**config.mk**
```make
export PLATFORM = sky130hd
export DESIGN_NAME = imu_spi_seq
export DESIGN_NICKNAME = d
export VERILOG_FILES = /design/src/rtl/imu_spi_seq.sv
export SDC_FILE = /design/constraint.sdc
export NUM_CORES = 1
export LEC_CHECK = 0
export ABC_AREA = 0
export CAP_MARGIN = 20
export CORE_MARGIN = 3
export CORE_UTILIZATION = 46
export DETAILED_ROUTE_END_ITERATION = 6
export PLACE_DENSITY = 0.75
export SLEW_MARGIN = 10
export SYNTH_ARGS = -nofsm -noshare
export SYNTH_HDL_FRONTEND = slang
export SYNTH_SLANG_ARGS = --single-unit
```
**constraint.sdc**
```tcl
create_clock -name clk -period 2.66 [get_ports clk]
set_clock_uncertainty 0.2 [all_clocks]
set_input_delay 0.532 -clock clk [delete_from_list [all_inputs] [get_ports clk]]
set_output_delay 0.532 -clock clk [all_outputs]
set_load 0.05 [all_outputs]
```
**src/rtl/imu_spi_seq.sv**
```systemverilog
// imu_spi_seq: sequences a 16-bit SPI monarch to bring up an inertial sensor
// and stream yaw-rate samples.
//
// Flow: wait INIT_DLY clocks after reset, issue three configuration writes,
// then service sensor data-ready interrupts. Each interrupt becomes a two
// transaction read (low byte, then high byte), assembled into yaw_rt with a
// single-cycle vld strobe.
//
// Ports:
//   clk      in   system clock
//   rst      in   synchronous active-high reset
//   INT      in   sensor data-ready, asynchronous to clk
//   done     in   SPI transaction complete (1-cycle pulse)
//   rd_data  in   SPI read data, valid with done
//   wrt      out  1-cycle SPI start pulse
//   cmd      out  SPI write word, stable from wrt until done
//   yaw_rt   out  signed yaw rate {high byte, low byte}
//   vld      out  1-cycle strobe, yaw_rt updated in the same cycle
//
// Optional build macro YAW_AVG_EN: yaw_rt becomes the mean of the last four
// assembled samples and vld stays quiet until four samples exist.
//
// wrt/cmd/yaw_rt/vld are Mealy outputs: they respond in the cycle done (or
// the start condition) is seen, so there is no extra pipeline stage between
// a done and the next wrt, or between the final done and vld.

module imu_spi_seq #(
    parameter logic [15:0] INIT_DLY = 16'hFFFF
) (
    input  logic        clk,
    input  logic        rst,
    input  logic        INT,
    input  logic        done,
    input  logic [15:0] rd_data,
    output logic        wrt,
    output logic [15:0] cmd,
    output logic [15:0] yaw_rt,
    output logic        vld
);

    localparam logic [15:0] CMD_CFG1 = 16'h0D02;
    localparam logic [15:0] CMD_CFG2 = 16'h1160;
    localparam logic [15:0] CMD_CFG3 = 16'h1440;
    localparam logic [15:0] CMD_RDL  = 16'hA600;
    localparam logic [15:0] CMD_RDH  = 16'hA700;

    typedef enum logic [2:0] {
        INIT,
        CFG1,
        CFG2,
        CFG3,
        IDLE,
        RD_L,
        RD_H
    } state_t;

    state_t      state_q, state_d;
    logic [15:0] timer_q, timer_d;
    logic        pending_q, pending_d;
    logic        int_ff1_q, int_ff1_d;
    logic        int_ff2_q, int_ff2_d;
    logic        int_ff3_q, int_ff3_d;
    logic [7:0]  lo_q, lo_d;
    logic [15:0] cmd_q, cmd_d;
    logic [15:0] yaw_rt_q, yaw_rt_d;

    logic        int_rise;
    logic        rd_l_issue;
    logic        sample_stb;
    logic [15:0] sample;

    // Only the low byte of each SPI read carries sensor data.
    logic unused_rd_hi;
    assign unused_rd_hi = ^rd_data[15:8];

`ifdef YAW_AVG_EN
    // The newest of the four averaged samples comes straight off rd_data,
    // so only the three prior samples are stored.
    logic [2:0][15:0]   hist_q, hist_d;
    logic [1:0]         fill_q, fill_d;
    logic signed [17:0] sum;

    function automatic logic signed [17:0] sx(input logic [15:0] v);
        return {{2{v[15]}}, v};
    endfunction
`endif

    assign int_rise = int_ff2_q & ~int_ff3_q;
    assign sample   = {rd_data[7:0], lo_q};

    always_comb begin
        state_d    = state_q;
        timer_d    = timer_q;
        lo_d       = lo_q;
        cmd_d      = cmd_q;
        yaw_rt_d   = yaw_rt_q;
        wrt        = 1'b0;
        vld        = 1'b0;
        rd_l_issue = 1'b0;
        sample_stb = 1'b0;
        int_ff1_d  = INT;
        int_ff2_d  = int_ff1_q;
        int_ff3_d  = int_ff2_q;
`ifdef YAW_AVG_EN
        hist_d     = hist_q;
        fill_d     = fill_q;
        sum        = sx(sample) + sx(hist_q[0]) + sx(hist_q[1]) + sx(hist_q[2]);
`endif

        case (state_q)
            INIT: begin
                timer_d = timer_q + 16'd1;
                if (timer_q == INIT_DLY) begin
                    wrt     = 1'b1;
                    cmd_d   = CMD_CFG1;
                    state_d = CFG1;
                end
            end
            CFG1: begin
                if (done) begin
                    wrt     = 1'b1;
                    cmd_d   = CMD_CFG2;
                    state_d = CFG2;
                end
            end
            CFG2: begin
                if (done) begin
                    wrt     = 1'b1;
                    cmd_d   = CMD_CFG3;
                    state_d = CFG3;
                end
            end
            CFG3: begin
                if (done) state_d = IDLE;
            end
            IDLE: begin
                if (pending_q) begin
                    wrt        = 1'b1;
                    cmd_d      = CMD_RDL;
                    rd_l_issue = 1'b1;
                    state_d    = RD_L;
                end
            end
            RD_L: begin
                if (done) begin
                    lo_d    = rd_data[7:0];
                    wrt     = 1'b1;
                    cmd_d   = CMD_RDH;
                    state_d = RD_H;
                end
            end
            RD_H: begin
                if (done) begin
                    sample_stb = 1'b1;
                    state_d    = IDLE;
                end
            end
            default: state_d = INIT;
        endcase

        if (sample_stb) begin
`ifdef YAW_AVG_EN
            hist_d = {hist_q[1], hist_q[0], sample};
            if (fill_q == 2'd3) begin
                yaw_rt_d = 16'(sum >>> 2);
                vld      = 1'b1;
            end else begin
                fill_d = fill_q + 2'd1;
            end
`else
            yaw_rt_d = sample;
            vld      = 1'b1;
`endif
        end

        // A newly arriving edge beats the clear from the RD_L issue.
        pending_d = int_rise | (pending_q & ~rd_l_issue);

        // No transaction start or strobe leaks out while reset is held.
        if (rst) begin
            wrt = 1'b0;
            vld = 1'b0;
        end
    end

    assign cmd    = cmd_d;
    assign yaw_rt = yaw_rt_d;

    always_ff @(posedge clk) begin
        if (rst) begin
            state_q   <= INIT;
            timer_q   <= 16'h0000;
            pending_q <= 1'b0;
            int_ff1_q <= 1'b0;
            int_ff2_q <= 1'b0;
            int_ff3_q <= 1'b0;
            lo_q      <= 8'h00;
            cmd_q     <= 16'h0000;
            yaw_rt_q  <= 16'h0000;
`ifdef YAW_AVG_EN
            hist_q    <= '0;
            fill_q    <= 2'd0;
`endif
        end else begin
            state_q   <= state_d;
            timer_q   <= timer_d;
            pending_q <= pending_d;
            int_ff1_q <= int_ff1_d;
            int_ff2_q <= int_ff2_d;
            int_ff3_q <= int_ff3_d;
            lo_q      <= lo_d;
            cmd_q     <= cmd_d;
            yaw_rt_q  <= yaw_rt_d;
`ifdef YAW_AVG_EN
            hist_q    <= hist_d;
            fill_q    <= fill_d;
`endif
        end
    end

endmodule
```
Word-level counts from Yosys, hierarchy flattened
Cells that the tools add are included.
{ "op_classes": {"bitwise_logic": 5, "reduce_logical": 5, "n_eq_ne": 13, "n_addsub": 1, "n_mux": 23} }
{ "ops": {"columns": ["operator", "count"], "rows": [
  ["$mux 16", 6],
  ["$pmux 16 s5", 1],
  ["$mux 3", 6],
  ["$pmux 3 s6", 1],
  ["$add 16x1->16 const B", 1],
  ["$eq 16x16->1 const B", 1],
  ["$ne 2x2->1 const B", 5],
  ["$eq 3x3->1 const B", 3],
  ["$mux 1", 8],
  ["$eq 3x2->1 const B", 2],
  ["$reduce_and 6->1", 1],
  ["$eq 3x1->1 const B", 1],
  ["$logic_not 3->1", 1],
  ["$pmux 1 s3", 1],
  ["$reduce_or 3->1", 1],
  ["$and 1x1->1", 2],
  ["$ne 2x1->1 const B", 1],
  ["$not 1->1", 2],
  ["$reduce_and 2->1", 1],
  ["$reduce_or 2->1", 1],
  ["$or 1x1->1", 1]
]} }
{ "totals": {"word_cells": 56, "input_bits": 20, "register_bits": 63, "output_inout_bits": 34} }

Logic depth before layout (Yosys ltp)
Gate-level depths: netlist of the first run.
{ "logic_depth": {"ltp_word": 5, "mapped_depth": 7, "mapped_depth_nobuf": 5} }

Worst setup path after synthesis of the first run
No wires, ideal clock.
{ "synth_path": {"path_type": "register to output", "from": "reg timer_q[0]", "to": "out wrt", "path_stages_with_launch": 7, "required_time_ps": 1928, "t_arrival_ps": 2474, "slack_ps": -546, "n_path_buf": 1, "cell_sequence": "dfxtp_1 ha_1 nand3_1 or4_1 a221oi_2 buf_4 nor2b_1"} }
{ "synth_via": {"elab_chain_len": 4} }
{ "synth_lines": {"columns": ["element", "line", "rtl"], "rows": [
  ["start, declared", "58", "logic [15:0] timer_q, timer_d;"],
  ["start signal, assigned", "206", "timer_q <= timer_d;"],
  ["$eq 16x16->1", "113", "if (timer_q == INIT_DLY) begin"],
  ["$mux 1", "113", null],
  ["$pmux 1 s3", "110", "case (state_q)"],
  ["$mux 1", "180", "if (rst) begin"],
  ["end, declared", "35", "output logic wrt,"]
]} }
No other way between the ends.

Final worst setup path of the first run
Same ends and word-level chain as after synthesis.

==> results of run 1 <==
## area by class of cell
type / count / area [um^2] / share of cell area
Clock buffer: 10 / 128 / 0.0304
Clock inverter: 5 / 60.1 / 0.0143
Inverter: 3 / 11.3 / 0.00268
Multi-Input combinational cell: 225 / 1510 / 0.360
Sequential cell: 63 / 1280 / 0.305
Tap cell: 72 / 90.1 / 0.0214
Timing Repair Buffer: 95 / 1120 / 0.266
## logic make-up (layout without fill, tap and decap cells)
| family | Yosys count | count (layout) | synth area share |
|---|---|---|---|
| simple gates | 150 | 150 | 0.281 |
| flops | 63 | 63 | 0.459 |
| buf+inv | 23 | 113 | 0.0396 |
| fa+ha+maj | 1 | 1 | 0.00456 |
| mux | 21 | 21 | 0.0847 |
| xor+xnor | 11 | 11 | 0.0351 |
| compound gates | 42 | 42 | 0.0961 |
## cells in the final DEF, fill, tap and decap left out, types with 7 or more instances in the layout
cell,count
mux2_2,18
buf_12,26
nand4_1,7
buf_6,12
nand2_1,29
dfxtp_1,49
nor3_1,7
a21oi_1,21
clkbuf_8,9
buf_4,44
nor2_1,30
nor3b_1,7
nor2b_1,29
clkdlybuf4s50_1,9
dfxtp_2,12
## worst reg2reg max path, delay by kind of cell (launching register included)
| family | cells | cell delay, ns |
|---|---|---|
| multiplexers | 1 | 0.37 |
| flip-flops | 1 | 0.38 |
| AND/OR/NAND/NOR | 3 | 1.16 |
## flip-flops by register name, indices dropped and copies added (netlist names)
| name | cells |
|---|---|
| lo_q | 8 |
| pending_q | 1 |
| int_ff1_q | 1 |
| int_ff3_q | 1 |
| int_ff2_q | 1 |
| yaw_rt_q | 16 |
| state_q | 3 |
| timer_q | 16 |
| cmd_q | 16 |
## routing by layer
| metal | wire length [um] | vias up | GRT usage | share of wire |
|---|---|---|---|---|
| met1 | 2870 | 1189 | 0.230 | 0.41 |
| li1 | - | 1240 | - | - |
| met3 | 378 | 8 | 0.0873 | 0.054 |
| met4 | 73 | 0 | 0.0698 | 0.010 |
| met2 | 3700 | 58 | 0.373 | 0.53 |
| met5 | 0 | - | 0 | 0 |
## power breakdown
group / leakage, nW / total (mW) / switching, mW / internal, mW
logic: 1.08 / 0.0784 / 0.0390 / 0.0394
registers: 0.516 / 0.955 / 0.00699 / 0.948
clock network: 0.0806 / 0.794 / 0.367 / 0.427
total: 1.67 / 1.83 / 0.413 / 1.41
## synth_stat cells (3+ instances only)
cell,number
a21oi_1,23
clkbuf_1,14
dfxtp_1,63
inv_1,3
mux2_2,18
mux2i_1,3
nand2_1,31
nand3_1,8
nand4_1,7
nor2_1,38
nor2b_1,31
nor3_1,8
nor3b_1,7
nor4_1,4
o21ai_0,3
or3_1,3
or4_1,4
xnor2_1,5
xor2_1,6
## worst paths after layout
check	slack (ns)	cells past startpoint	to	start
worst max-delay path	-0.26	7	wrt	timer_q[0]$_SDFFE_PP0P_
worst max register to register	0.44	4	timer_q[15]$_SDFFE_PP0P_	state_q[0]$_SDFFE_PP0P_
worst min-delay path	0.24	1	int_ff2_q$_SDFF_PP0_	int_ff1_q$_SDFF_PP0_
worst min register to register	0.24	1	int_ff2_q$_SDFF_PP0_	int_ff1_q$_SDFF_PP0_
## metrics by stage
| stage | hold WS, ns | setup TNS [ns] | instance area [um^2] |
|---|---|---|---|
| after floorplan | 0.214 | -0.649 | 2790 |
| after global placement | 0.218 | -10.16 | 3770 |
| after detailed placement | 0.228 | -10.20 | 3770 |
| after CTS | 0.245 | -2.05 | 4100 |
| after global routing | 0.274 | -3.49 | 4200 |
| final | 0.243 | -2.32 | 4200 |
## timing repair
action / in CTS / in global routing
setup buffers: 7 / 2
pin swaps: 2 / 7
gates resized for setup: 32 / 29
endpoints found under the setup margin: 34 / 33
==> impl_metrics.py, run 1 <==
metrics = {
    "timing": {
        "finalSetupViolations": 13,
        "min_period_ns": 2.92,
        "fmax_ghz": 0.342,
        "slew_headroom": 0.624,
        "min_period_over_period": 1.10,
        "rsz0062_at_grt": "yes",
        "worst_slack_ns": -0.264,
        "finalHoldViolations": 0,
        "tightest_slew_ns": 0.560,
        "maxSlewViolCount": 0,
    },
    "synth": {
        "avgSynthCellArea_um2": 8.83,
        "synth_edf_count": 0,
        "yosysUniqueCellTypes": 42,
        "yosysWarnings": 0,
        "synth_area_um2": 2750,
        "synthDominantCellAreaShare": 0.459,
        "ys_ff_latch": 63,
        "yosys_most_used_dff": "dfxtp_1",
        "async_reset_ff_frac": 0,
        "syn_nets": 332,
        "synthTopCellsByArea": "dfxtp_1, mux2_2, nor2b_1",
        "yosysSeqAreaShare": 0.459,
        "synth_cells": 311,
        "yosys.area.top_type": "dfxtp_1",
    },
    "layout": {
        "drive_gt1_frac": 0.397,
        "antenna_cells": 0,
        "area_growth_pct": 53.0,
        "nNetsFinal": 418,
        "fillerInstances": 382,
        "fin_util": 0.745,
        "instances_no_fill": 473,
    },
    "status": {
        "failed_checks": "setup timing",
        "status": "finished, violations left",
    },
    "clock_tree": {
        "clock_sinks": 63,
        "hold_buffers": 0,
        "path_clk_slew_ns": 0.07,
        "cts-buffers-inserted": 9,
        "clock-root-buffer": "clkbuf_8",
        "clock_path_buffers": 2,
        "htreeDepth": 3,
        "worstSkewPairLatency_ns": 0.34,
        "cts_tree": "yes",
    },
    "detailed_routing": {
        "avgViaCountPerCell": 5.27,
        "drt_iter0_markers": 201,
        "drc_errors": 0,
        "routedWlPerCell_um": 14.8,
        "antenna_left": 0,
        "routed_wl_mm": 7.02,
        "routed-via-count": 2495,
        "drt_first_pass_iters": 4,
    },
    "placement": {
        "io_buffers": 45,
        "place_congestion": 0.798,
        "dp_hpwl_mm": 4.51,
        "placedCellCount": 449,
        "post-place-ws_ns": -0.355,
    },
    "setup_path": {
        "critPathMaxStageDelay_ns": 0.48,
        "path_delay_family": "simple AND/OR/NAND/NOR gates",
        "arrival_ns": 2.19,
        "cp_num_buf_inv": 2,
        "path_cells": "ha_4 -> nand3_2 -> or4_4 -> a221oi_4 -> buf_12 -> nor2b_4 -> buf_12",
        "critPathLaunchType": "register",
        "worstSetupPathType": "register to primary output",
        "endpoint_kind": "primary output",
        "slowest_stage": "or4_4",
        "path_max_fanout": 10,
        "crit_top_cell": "buf_12",
        "critPathRequiredTime_ns": 1.93,
    },
    "grt": {
        "grt_pass1_vias": 2582,
        "antenna_found_initial": 0,
        "grt.total_usage": 0.212,
        "grt_max_degree": 62,
        "gr-total-overflow": 0,
        "grt_pass1_wl_mm": 12.0,
    },
    "power": {
        "power_leakage_nw": 1.67,
        "vdd_drop_max_mv": 0.422,
        "power.density_nw_per_um2": 435,
        "power.total_mw": 1.83,
    },
    "floorplan": {
        "dieArea_um2": 6930,
        "io_pins": 54,
        "die_x_um": 83.3,
        "core-area_um2": 5640,
        "initial_core_util": 0.487,
        "die_h_um": 83.3,
        "rows": 27,
    },
    "job": {
        "max_cap_violations": 0,
    },
    "min_path": {
        "hold_path_class": "register to register",
    },
}
(Power assumes the default switching activity.)
==> inputs of run 2 (changes only) <==
--- a/config.mk
+++ b/config.mk
@@ -7,7 +7,6 @@
 export LEC_CHECK = 0
 export ABC_AREA = 0
 export CAP_MARGIN = 20
-export CORE_MARGIN = 3
 export CORE_UTILIZATION = 46
 export DETAILED_ROUTE_END_ITERATION = 6
 export PLACE_DENSITY = 0.75
==> run 2 against run 1 <==
  * Via count is 1.5% higher
  * First-iteration DRC count is 56% lower
  * Total power is 2.1% higher
  * Cell area is 0.71% higher
  * Count of clock-buffer cells in the layout is 1 higher
  * Combinational power is 4.0% lower
  * Sequential cell count stayed put
  * The flow still finishes with violations (setup timing)
  * Die area is 9.4% lower
  * Cell count is 2.3% higher
  * Core utilization is 0.53 points higher
  * Sequential power hardly changed
  * Critical path type unchanged
  * Non-clock buffer count is 10 higher
==> impl_metrics.py, run 2 (same netlist as run 1, synthesis figures left out) <==
metrics = {
    "status": {
        "status": "finished, violations left",
        "failed_checks": "setup timing",
    },
    "clock_tree": {
        "cts_tree": "yes",
        "worstSkewPairLatency_ns": 0.34,
        "path_clk_slew_ns": 0.07,
        "clock-root-buffer": "clkbuf_8",
        "cts-buffers-inserted": 9,
        "htreeDepth": 3,
        "clock_path_buffers": 2,
        "hold_buffers": 0,
        "clock_sinks": 63,
    },
    "placement": {
        "dp_hpwl_mm": 4.48,
        "placedCellCount": 452,
        "io_buffers": 45,
        "place_congestion": 0.800,
    },
    "setup_path": {
        "endpoint_kind": "primary output",
        "arrival_ns": 2.18,
        "r2r-end": "timer_q[15]$_SDFFE_PP0P_",
        "critPathRequiredTime_ns": 1.93,
        "path_cells": "nand4_1 -> or4_4 -> a221oi_4 -> buf_12 -> nor2b_4 -> buf_12",
        "rr_worst_depth": 4,
        "cp_num_buf_inv": 2,
        "critPathMaxStageDelay_ns": 0.58,
        "path_max_fanout": 9,
        "crit_top_cell": "buf_12",
        "critPathLaunchType": "register",
        "slowest_stage": "or4_4",
        "worstSetupPathType": "register to primary output",
        "path_delay_family": "simple AND/OR/NAND/NOR gates",
        "r2r_start": "state_q[2]$_SDFFE_PP0P_",
        "r2r_slack_ns": 0.43,
    },
    "timing": {
        "slew_headroom": 0.604,
        "finalHoldViolations": 0,
        "fin_hold_ws_ns": 0.253,
        "rsz0062_at_grt": "yes",
        "worst_slack_ns": -0.255,
        "min_period_ns": 2.91,
        "tightest_slew_ns": 0.590,
        "finalSetupViolations": 12,
        "maxSlewViolCount": 0,
        "min_period_over_period": 1.10,
        "fmax_ghz": 0.343,
        "fin_setup_tns_ns": -2.20,
    },
    "job": {
        "max_cap_violations": 0,
    },
    "detailed_routing": {
        "routedWlPerCell_um": 14.2,
        "drt_first_pass_iters": 4,
        "drc_errors": 0,
        "routed-via-count": 2533,
        "routed_wl_mm": 6.86,
        "avgViaCountPerCell": 5.23,
        "drt_iter0_markers": 88,
        "antenna_left": 0,
    },
    "floorplan": {
        "die_h_um": 79.3,
        "die_x_um": 79.3,
        "dieArea_um2": 6280,
        "core-area_um2": 5640,
        "rows": 27,
        "initial_core_util": 0.487,
        "io_pins": 54,
    },
    "layout": {
        "fillerInstances": 395,
        "reg_top3": "cmd_q: 16 flops, timer_q: 16 flops, yaw_rt_q: 16 flops",
        "antenna_cells": 0,
        "final_common_cell": "buf_4",
        "nNetsFinal": 428,
        "instances_no_fill": 484,
        "drive_gt1_frac": 0.391,
        "area_growth_pct": 54.1,
        "final_cell_mix": "buf_4, dfxtp_1, nand2_1, nor2_1, nor2b_1",
    },
    "power": {
        "power.density_nw_per_um2": 441,
        "power.total_mw": 1.87,
        "vdd_drop_max_mv": 0.301,
        "power_leakage_nw": 1.72,
    },
    "grt": {
        "antenna_found_initial": 0,
        "grt_util_met1": 0.248,
        "global_route.usage.met3": 0.0839,
        "grt_max_degree": 36,
        "grt.total_usage": 0.233,
        "gr-total-overflow": 0,
        "busiest_layer": "met2",
        "globalRouteMet2Util": 0.411,
        "grt_pass1_vias": 2463,
        "grt_pass1_wl_mm": 11.1,
    },
    "min_path": {
        "hold_path_end": "lo_q[3]$_SDFFE_PP0P_",
        "hold_path_class": "register to register",
        "hold_depth": 2,
        "holdCritStartpoint": "lo_q[3]$_SDFFE_PP0P_",
    },
}
## run 2: cell count changes in the layout (fill, tap and decap cells not counted), moves of 2 or more
cell     previous run  this run
buf_4              44        56
dfxtp_1            49        53
dfxtp_2            12         9
a21oi_1            21        23
a21oi_2             2         0
buf_8               2         0
## run 2: cell type report
type	count	area, um^2	area share
multi-input cells	225	1490	0.352
flip-flops and latches	63	1280	0.302
repair buffers	105	1170	0.276
clock inverters	5	57.6	0.0136
inverters	3	11.3	0.00266
clock buffers	11	141	0.0334
well taps	72	90.1	0.0213
## run 2: power by group
part | switching [mW] | internal [mW]
registers | 0.00644 | 0.949
clock network | 0.378 | 0.456
logic | 0.0375 | 0.0378
## run 2: timing repair
action,in CTS,in global routing
pin swaps,4,4
setup buffers,6,10
resized for setup,31,16
endpoints found under the setup margin,34,33
gates cloned,0,0
## run 2: routing by layer
| layer | vias to the layer above | share of wire |
|---|---|---|
| met1 | 1195 | 0.41 |
| met4 | 0 | 0.020 |
| met3 | 14 | 0.055 |
| met2 | 61 | 0.52 |
| met5 | - | 0 |
| li1 | 1263 | - |
## run 2: per-stage QoR
step / instance area (um^2) / worst slack (ns) / utilization
finish: 4230 / -0.255 / 0.750
global placement: 3780 / -0.338 / 0.670
CTS: 4120 / -0.291 / 0.729
floorplan: 2790 / -0.106 / -
global route: 4230 / -0.357 / 0.750
detailed placement: 3780 / -0.343 / 0.670
## run 2: worst max-delay path by stage
| stage | cells after the start | slack, ns | start | end |
|---|---|---|---|---|
| after global placement | 6 | -0.34 | done | yaw_rt[10] |
| after global routing | 7 | -0.36 | timer_q[10]$_SDFFE_PP0P_ | cmd[9] |
| after CTS | 6 | -0.29 | timer_q[14]$_SDFFE_PP0P_ | wrt |
| after detailed placement | 6 | -0.34 | done | yaw_rt[0] |
| final | 6 | -0.25 | timer_q[10]$_SDFFE_PP0P_ | wrt |
| after floorplan | 6 | -0.11 | state_q[0]$_SDFFE_PP0P_ | cmd[3] |
## run 2: worst register-to-register path, cell delays in order, from the launching register on
cell	delay, ns
dfxtp_2	0.35
or3_4	0.44
or3_1	0.47
nor4_1	0.29
mux2_2	0.37
